File: src/rtl/pipeline_hazard_ctrl_pkg.sv
// rtl/pipeline_hazard_ctrl_pkg.sv - shared pipeline types and constants
package pipeline_hazard_ctrl_pkg;

    localparam int DRAIN_CYCLES_DEF = 4;
    localparam int REG_W            = 5;

    typedef enum logic [1:0] {
        BOOT  = 2'd0,
        RUN   = 2'd1,
        DRAIN = 2'd2,
        HALT  = 2'd3
    } ctrlState_t;

endpackage

File: src/rtl/pipeline_hazard_ctrl_if.sv
// rtl/pipeline_hazard_ctrl_if.sv - pipeline status in, hazard control out
interface pipeline_hazard_ctrl_if;
    import pipeline_hazard_ctrl_pkg::*;

    logic             endProgram;
    logic             branchTaken;
    logic             jump;
    logic [REG_W-1:0] idRs1;
    logic [REG_W-1:0] idRs2;
    logic             idUsesRs2;
    logic             exMemRead;
    logic [REG_W-1:0] exRd;
    logic             pcSelect;
    logic             stall;
    logic             flushIfId;
    logic             bubbleIdEx;
    logic             halted;

    modport master (
        output endProgram, branchTaken, jump, idRs1, idRs2, idUsesRs2, exMemRead, exRd,
        input  pcSelect, stall, flushIfId, bubbleIdEx, halted
    );

    modport slave (
        input  endProgram, branchTaken, jump, idRs1, idRs2, idUsesRs2, exMemRead, exRd,
        output pcSelect, stall, flushIfId, bubbleIdEx, halted
    );

endinterface

File: src/rtl/pipeline_hazard_ctrl_load_use_detect.sv
// rtl/pipeline_hazard_ctrl_load_use_detect.sv - load-use register compare
module load_use_detect
    import pipeline_hazard_ctrl_pkg::*;
(
    input  logic             exMemRead,
    input  logic [REG_W-1:0] exRd,
    input  logic [REG_W-1:0] idRs1,
    input  logic [REG_W-1:0] idRs2,
    input  logic             idUsesRs2,
    output logic             hazard
);

    // x0 is hardwired to zero, so a load targeting it never creates a dependency
    assign hazard = exMemRead && (exRd != '0) &&
                    ((exRd == idRs1) || ((exRd == idRs2) && idUsesRs2));

endmodule

File: src/rtl/pipeline_hazard_ctrl.sv
// rtl/pipeline_hazard_ctrl.sv - boot/run/drain/halt control with stall and flush
module pipeline_hazard_ctrl
    import pipeline_hazard_ctrl_pkg::*;
#(
    parameter int DRAIN_CYCLES = DRAIN_CYCLES_DEF,
    parameter int CNT_W        = 16
) (
    input  logic                    clk,
    input  logic                    rst_n,
    pipeline_hazard_ctrl_if.slave   bus,
    output logic [CNT_W-1:0]        stallCount,
    output logic [CNT_W-1:0]        flushCount
);

    localparam int DRAIN_W = (DRAIN_CYCLES > 1) ? $clog2(DRAIN_CYCLES) : 1;

    ctrlState_t         state, nextState;
    logic [DRAIN_W-1:0] drainCnt, nextDrainCnt;
    logic               hazardLast;
    logic               hazardRaw;
    logic               hazardStall;
    logic               runFlush;
    logic               pcSelect, stall, flushIfId, bubbleIdEx, halted;

    load_use_detect uDetect (
        .exMemRead (bus.exMemRead),
        .exRd      (bus.exRd),
        .idRs1     (bus.idRs1),
        .idRs2     (bus.idRs2),
        .idUsesRs2 (bus.idUsesRs2),
        .hazard    (hazardRaw)
    );

    always_comb begin
        nextState    = state;
        nextDrainCnt = drainCnt;
        pcSelect     = 1'b0;
        stall        = 1'b0;
        flushIfId    = 1'b0;
        bubbleIdEx   = 1'b0;
        halted       = 1'b0;
        hazardStall  = 1'b0;
        runFlush     = 1'b0;
        case (state)
            BOOT: begin
                pcSelect  = 1'b1;
                nextState = RUN;
            end
            RUN: begin
                // The load has moved to MEM after one bubble, so the cycle after a stall is exempt
                if (hazardRaw && !hazardLast) begin
                    hazardStall = 1'b1;
                    stall       = 1'b1;
                    bubbleIdEx  = 1'b1;
                end else if (bus.branchTaken || bus.jump) begin
                    runFlush  = 1'b1;
                    flushIfId = 1'b1;
                end else if (bus.endProgram) begin
                    nextState    = DRAIN;
                    nextDrainCnt = DRAIN_W'(DRAIN_CYCLES - 1);
                end
            end
            DRAIN: begin
                stall     = 1'b1;
                flushIfId = 1'b1;
                if (drainCnt == '0) begin
                    nextState = HALT;
                end else begin
                    nextDrainCnt = drainCnt - 1'b1;
                end
            end
            HALT: begin
                stall  = 1'b1;
                halted = 1'b1;
            end
            default: nextState = BOOT;
        endcase
    end

    always_ff @(posedge clk or negedge rst_n) begin
        if (!rst_n) begin
            state      <= BOOT;
            drainCnt   <= '0;
            hazardLast <= 1'b0;
            stallCount <= '0;
            flushCount <= '0;
        end else begin
            state      <= nextState;
            drainCnt   <= nextDrainCnt;
            hazardLast <= hazardStall;
            if (hazardStall && (stallCount != '1)) begin
                stallCount <= stallCount + 1'b1;
            end
            if (runFlush && (flushCount != '1)) begin
                flushCount <= flushCount + 1'b1;
            end
        end
    end

    assign bus.pcSelect   = pcSelect;
    assign bus.stall      = stall;
    assign bus.flushIfId  = flushIfId;
    assign bus.bubbleIdEx = bubbleIdEx;
    assign bus.halted     = halted;

endmodule
File: src/flat_wrapper.sv
// flat-port wrapper written by rule: the top's interface ports become plain ports
module pipeline_hazard_ctrl_flat import pipeline_hazard_ctrl_pkg::*;
#(
    parameter int DRAIN_CYCLES = DRAIN_CYCLES_DEF,
    parameter int CNT_W        = 16
)
  (clk, rst_n, stallCount, flushCount, bus_endProgram, bus_branchTaken, bus_jump, bus_idRs1, bus_idRs2, bus_idUsesRs2, bus_exMemRead, bus_exRd, bus_pcSelect, bus_stall, bus_flushIfId, bus_bubbleIdEx, bus_halted);
  pipeline_hazard_ctrl_if bus_i ();
  input  logic clk;
  input  logic rst_n;
  output logic [CNT_W-1:0] stallCount;
  output logic [CNT_W-1:0] flushCount;
  input wire logic [$bits(bus_i.endProgram)-1:0] bus_endProgram;
  input wire logic [$bits(bus_i.branchTaken)-1:0] bus_branchTaken;
  input wire logic [$bits(bus_i.jump)-1:0] bus_jump;
  input wire logic [$bits(bus_i.idRs1)-1:0] bus_idRs1;
  input wire logic [$bits(bus_i.idRs2)-1:0] bus_idRs2;
  input wire logic [$bits(bus_i.idUsesRs2)-1:0] bus_idUsesRs2;
  input wire logic [$bits(bus_i.exMemRead)-1:0] bus_exMemRead;
  input wire logic [$bits(bus_i.exRd)-1:0] bus_exRd;
  output wire logic [$bits(bus_i.pcSelect)-1:0] bus_pcSelect;
  output wire logic [$bits(bus_i.stall)-1:0] bus_stall;
  output wire logic [$bits(bus_i.flushIfId)-1:0] bus_flushIfId;
  output wire logic [$bits(bus_i.bubbleIdEx)-1:0] bus_bubbleIdEx;
  output wire logic [$bits(bus_i.halted)-1:0] bus_halted;
  assign bus_i.endProgram = bus_endProgram;
  assign bus_i.branchTaken = bus_branchTaken;
  assign bus_i.jump = bus_jump;
  assign bus_i.idRs1 = bus_idRs1;
  assign bus_i.idRs2 = bus_idRs2;
  assign bus_i.idUsesRs2 = bus_idUsesRs2;
  assign bus_i.exMemRead = bus_exMemRead;
  assign bus_i.exRd = bus_exRd;
  assign bus_pcSelect = bus_i.pcSelect;
  assign bus_stall = bus_i.stall;
  assign bus_flushIfId = bus_i.flushIfId;
  assign bus_bubbleIdEx = bus_i.bubbleIdEx;
  assign bus_halted = bus_i.halted;
  pipeline_hazard_ctrl #(.DRAIN_CYCLES(DRAIN_CYCLES), .CNT_W(CNT_W)) u_core (.clk(clk), .rst_n(rst_n), .bus(bus_i), .stallCount(stallCount), .flushCount(flushCount));
endmodule
File: config.mk
export PLATFORM = sky130hd
export DESIGN_NAME = pipeline_hazard_ctrl_flat
export DESIGN_NICKNAME = d
export VERILOG_FILES = /design/src/rtl/pipeline_hazard_ctrl_pkg.sv /design/src/rtl/pipeline_hazard_ctrl_if.sv /design/src/rtl/pipeline_hazard_ctrl_load_use_detect.sv /design/src/rtl/pipeline_hazard_ctrl.sv /design/src/flat_wrapper.sv
export SDC_FILE = /design/constraint.sdc
export NUM_CORES = 1
export LEC_CHECK = 0
export CORE_MARGIN = 2
export CORE_UTILIZATION = 55
export CTS_CLUSTER_SIZE = 8
export DETAILED_ROUTE_END_ITERATION = 16
export DONT_BUFFER_PORTS = 1
export PLACE_DENSITY = 0.73
export SYNTH_ARGS = -nofsm -noshare
export SYNTH_HDL_FRONTEND = slang
export SYNTH_SLANG_ARGS = --single-unit
File: constraint.sdc
create_clock -name clk -period 2.1 [get_ports clk]
set_input_delay 0.42 -clock clk [delete_from_list [all_inputs] [get_ports clk]]
set_output_delay 0.42 -clock clk [all_outputs]
set_load 0.05 [all_outputs]
==> parameters.txt <==
Parameter                              Value

Yosys
  Xor and xnor area share after synthesis    16.46%
  EDFF count, synth    0
  Yosys warning count    0
  Synth area leader    dfrtp_1
  Synthesized instance count    about 200
  Cell with the most instances after synthesis    dfrtp_1
  Dominant combinational cell family by area after synthesis    simple AND/OR/NAND/NOR gates
  Main flop type after synthesis    dfrtp_1
  Simple-gate area share of the yosys netlist    25.26%
  Share of cell area taken by muxes after synthesis    2.652%
  Post-synthesis sequential element count    37
  Top cells by count, synth    dfrtp_1 (37), xor2_1 (20), xnor2_1 (19)
  Share of Yosys cell area claimed by the top area cell type    44.61%
  Post-synthesis cell type count    31
  Fraction of registers with async set or reset after synthesis    between 90% and 100%
  Compound-cell area share of the yosys netlist    under 10%
  Largest cells by area after synthesis    dfrtp_1 (45%), xor2_1 (8.4%), xnor2_1 (8.0%)
  Post-synthesis sequential area ratio    ~45%
  Avg Inst Size Synth    10.28 um^2
  Net count of the mapped netlist    between 200 and 250
  Arithmetic-cell share of the synthesized area counting full adders, half adders and majority gates    a little under 5%
  Netlist area before placement    2076 um^2

CTS
  CTS clk-pin slew, worst paths    70 ps
  Clock tree buffer depth    2
  Depth of the CTS H-tree    2
  Clock sink count    37
  TritonCTS clock tree    built
  TritonCTS Buffers    5
  Cell chosen for the clock root    clkbuf_8
  Clock Latency Late Sink    280 ps

Critical path
  Maximum fanout encountered on the critical timing path    3
  Number of buffers and inverters on the critical path    1
  Most frequent cell on the critical path    nor2_4
  Worst endpoint data arrival time    1630 ps
  Delay-heaviest family, CP    simple AND/OR/NAND/NOR gates
  Worst setup path category    in2out
  Slowest cell delay on critical path    around 530 ps
  Slowest cell on the critical path    or4_4
  Critical path, cell by cell    or4_4 > nor2_4 > nor3b_2 > and3_4 > nor3_4 > nor2_4 > buf_12
  Required time reported for the critical path endpoint    1680 ps
  CP endpoint kind    primary output
  Startpoint type of the worst setup path    input pin

Detailed routing
  Remaining design rule violation count    0
  WL final    approximately 4800 um
  Drt initial violations    approximately 110
  Routed wire per std cell    15.98 um
  Via Count    between 1500 and 2000
  Vias per Instance    5.624
  Final ANT Viol Nets    0
  First-pass iteration count of the detailed router    4

Timing
  Worst-margin pin slew    543.2 ps
  Count of final max-slew check failures    0
  Final worst clock skew    around 1.8 ps
  Number of endpoints with negative hold slack in the final report    0
  Slew Limit Headroom    63.79%
  Maximum clock frequency    a little under 0.5 GHz
  Worst setup margin    ~55 ps
  RSZ-0062 raised after global routing    true
  Clock period minus worst slack    2045 ps
  Final setup violation count    0
  Share of the cycle needed by the critical path after routing    97.40%

Die
  Row cnt    22
  Starting utilization of the core area    roughly 57%
  Area of the core region    3633 um^2
  Count of pins on the block boundary    59
  Die Span Y    65.44 um
  Die ar.    4282 um^2
  Floorplan die width    65.44 um

Cells and area
  Post-layout nets    279
  Final cell count without fillers    298
  Util after Layout    73.11%
  Fraction of final layout cells with drive strength greater than 1    35.20%
  Area Growth Syn to Fin    27.97%
  Number of antenna diodes    0
  Final instance area    2656 um^2

Power and ir drop
  Largest vdd supply drop    0.6156 mV
  Leakage power    1.315 nW
  Overall power of the completed layout    2.841 mW
  Power Dens Cells    1070 nW/um^2

Global routing
  First-pass GRT wire length    7955 um
  Antenna violations before repair    0
  Pin count of the biggest net entering global routing    38
  Number of global-route vias before repair    approximately 1800
  Global router's overall resource usage    between 20% and 30%
  Leftover overflow at the end of global routing    0

Placed design
  DP HPWL    3627 um
  Number of port buffers    0
  RD Place Congestion    between 0.8 and 0.9
  Placed instance area    around 2500 um^2
  Post-placement setup slack    -98.34 ps
  Cell count after placement    288

Flow run
  Max-cap violations    0

Min path
  Path type of the worst min-delay path    in2reg

Outcome
  Outcome    finished clean
## what timing repair did
action / 4_1_cts / 5_1_grt
setup endpoints to repair: 3 / 3
pin swaps: 4 / 1
hold buffers: 2 / 0
buffers inserted: 0 / 0
hold endpoints to repair: 37 / 0
gates resized for setup: 7 / 7
## per-layer routing
layer	share of wire (%)	routed length (um)	global-route usage, %	vias to the layer above
met4	0.78	37	6.250	0
met2	54	2588	43.11	47
li1	-	-	-	794
met3	4.8	227	6.336	4
met1	40	1909	28.52	831
met5	0	0	0	-
## metrics by stage
step                      hold WS, ps  TNS (ps)
after floorplan                 124.4    -214.5
after CTS                       466.5    -45.13
after detailed placement        125.7    -734.7
after global routing            485.6    -8.848
final                           470.2         0
after global placement          125.4    -159.5
## cell type report
| cell class | instances | area, um^2 |
|---|---|---|
| Sequential cell | 37 | 939.7 |
| Tap cell | 48 | 60.06 |
| Inverter | 10 | 37.54 |
| Timing Repair Buffer | 47 | 380.4 |
| Multi-Input combinational cell | 148 | 1149 |
| Fill cell | 262 | 977.2 |
| Clock buffer | 8 | 90.09 |
## layout by cell type (no fill, tap or decap), drive strengths merged
cell type,count
nor4,6
or4,1
nand3b,1
o21a,2
xnor2,19
nand3,14
dfrtp,37
and3,7
clkbuf,8
mux2i,1
a21oi,3
o21ai,1
nor3,15
inv,10
nand4,13
nor3b,1
or3,1
mux2,4
and2,2
xor2,20
dlygate4sd3,1
and4,3
buf,46
nand2,15
o22ai,1
a31oi,1
nor2,9
ha,8
## worst paths after layout
kind	slack, ps	start	end	depth (start not counted)
worst max-delay path	50	bus_exRd[0]	bus_stall	7
worst min-delay path	470	bus_endProgram	u_core.state[0]	4
worst max register to register	100	u_core.flushCount[0]	u_core.flushCount[1]	5
worst min register to register	510	u_core.drainCnt[1]	u_core.drainCnt[1]	1
max in group asynchronous	1270	rst_n	u_core.stallCount[3]	2
min in group asynchronous	640	rst_n	u_core.stallCount[7]	2
## cells by family (layout without fill, tap and decap cells)
logic type	Yosys count	in the layout
flops	37	37
simple gates	88	88
xor+xnor	39	39
fa+ha+maj	8	8
compound gates	8	8
buf+inv	17	65
mux	5	5
## state kept, by name, indices dropped and copies added, names as in the netlist
name	cells
u_core.drainCnt	2
u_core.state	2
u_core.hazardLast	1
u_core.flushCount	16
u_core.stallCount	16
## power breakdown
group / leakage, nW / internal (mW) / switching [mW]
sequential: 0.466 / 0.833 / 0.0701
combinational: 0.804 / 0.518 / 0.916
clock: 0.0455 / 0.268 / 0.236
## worst register-to-register path, delay by kind of cell (launching register included)
family,cells,cell delay [ps]
DFF,1,400
and+or+nand+nor,3,880
adders and majority gates,1,250
muxes,1,360
Note: power is estimated with default switching activity, not from simulation.
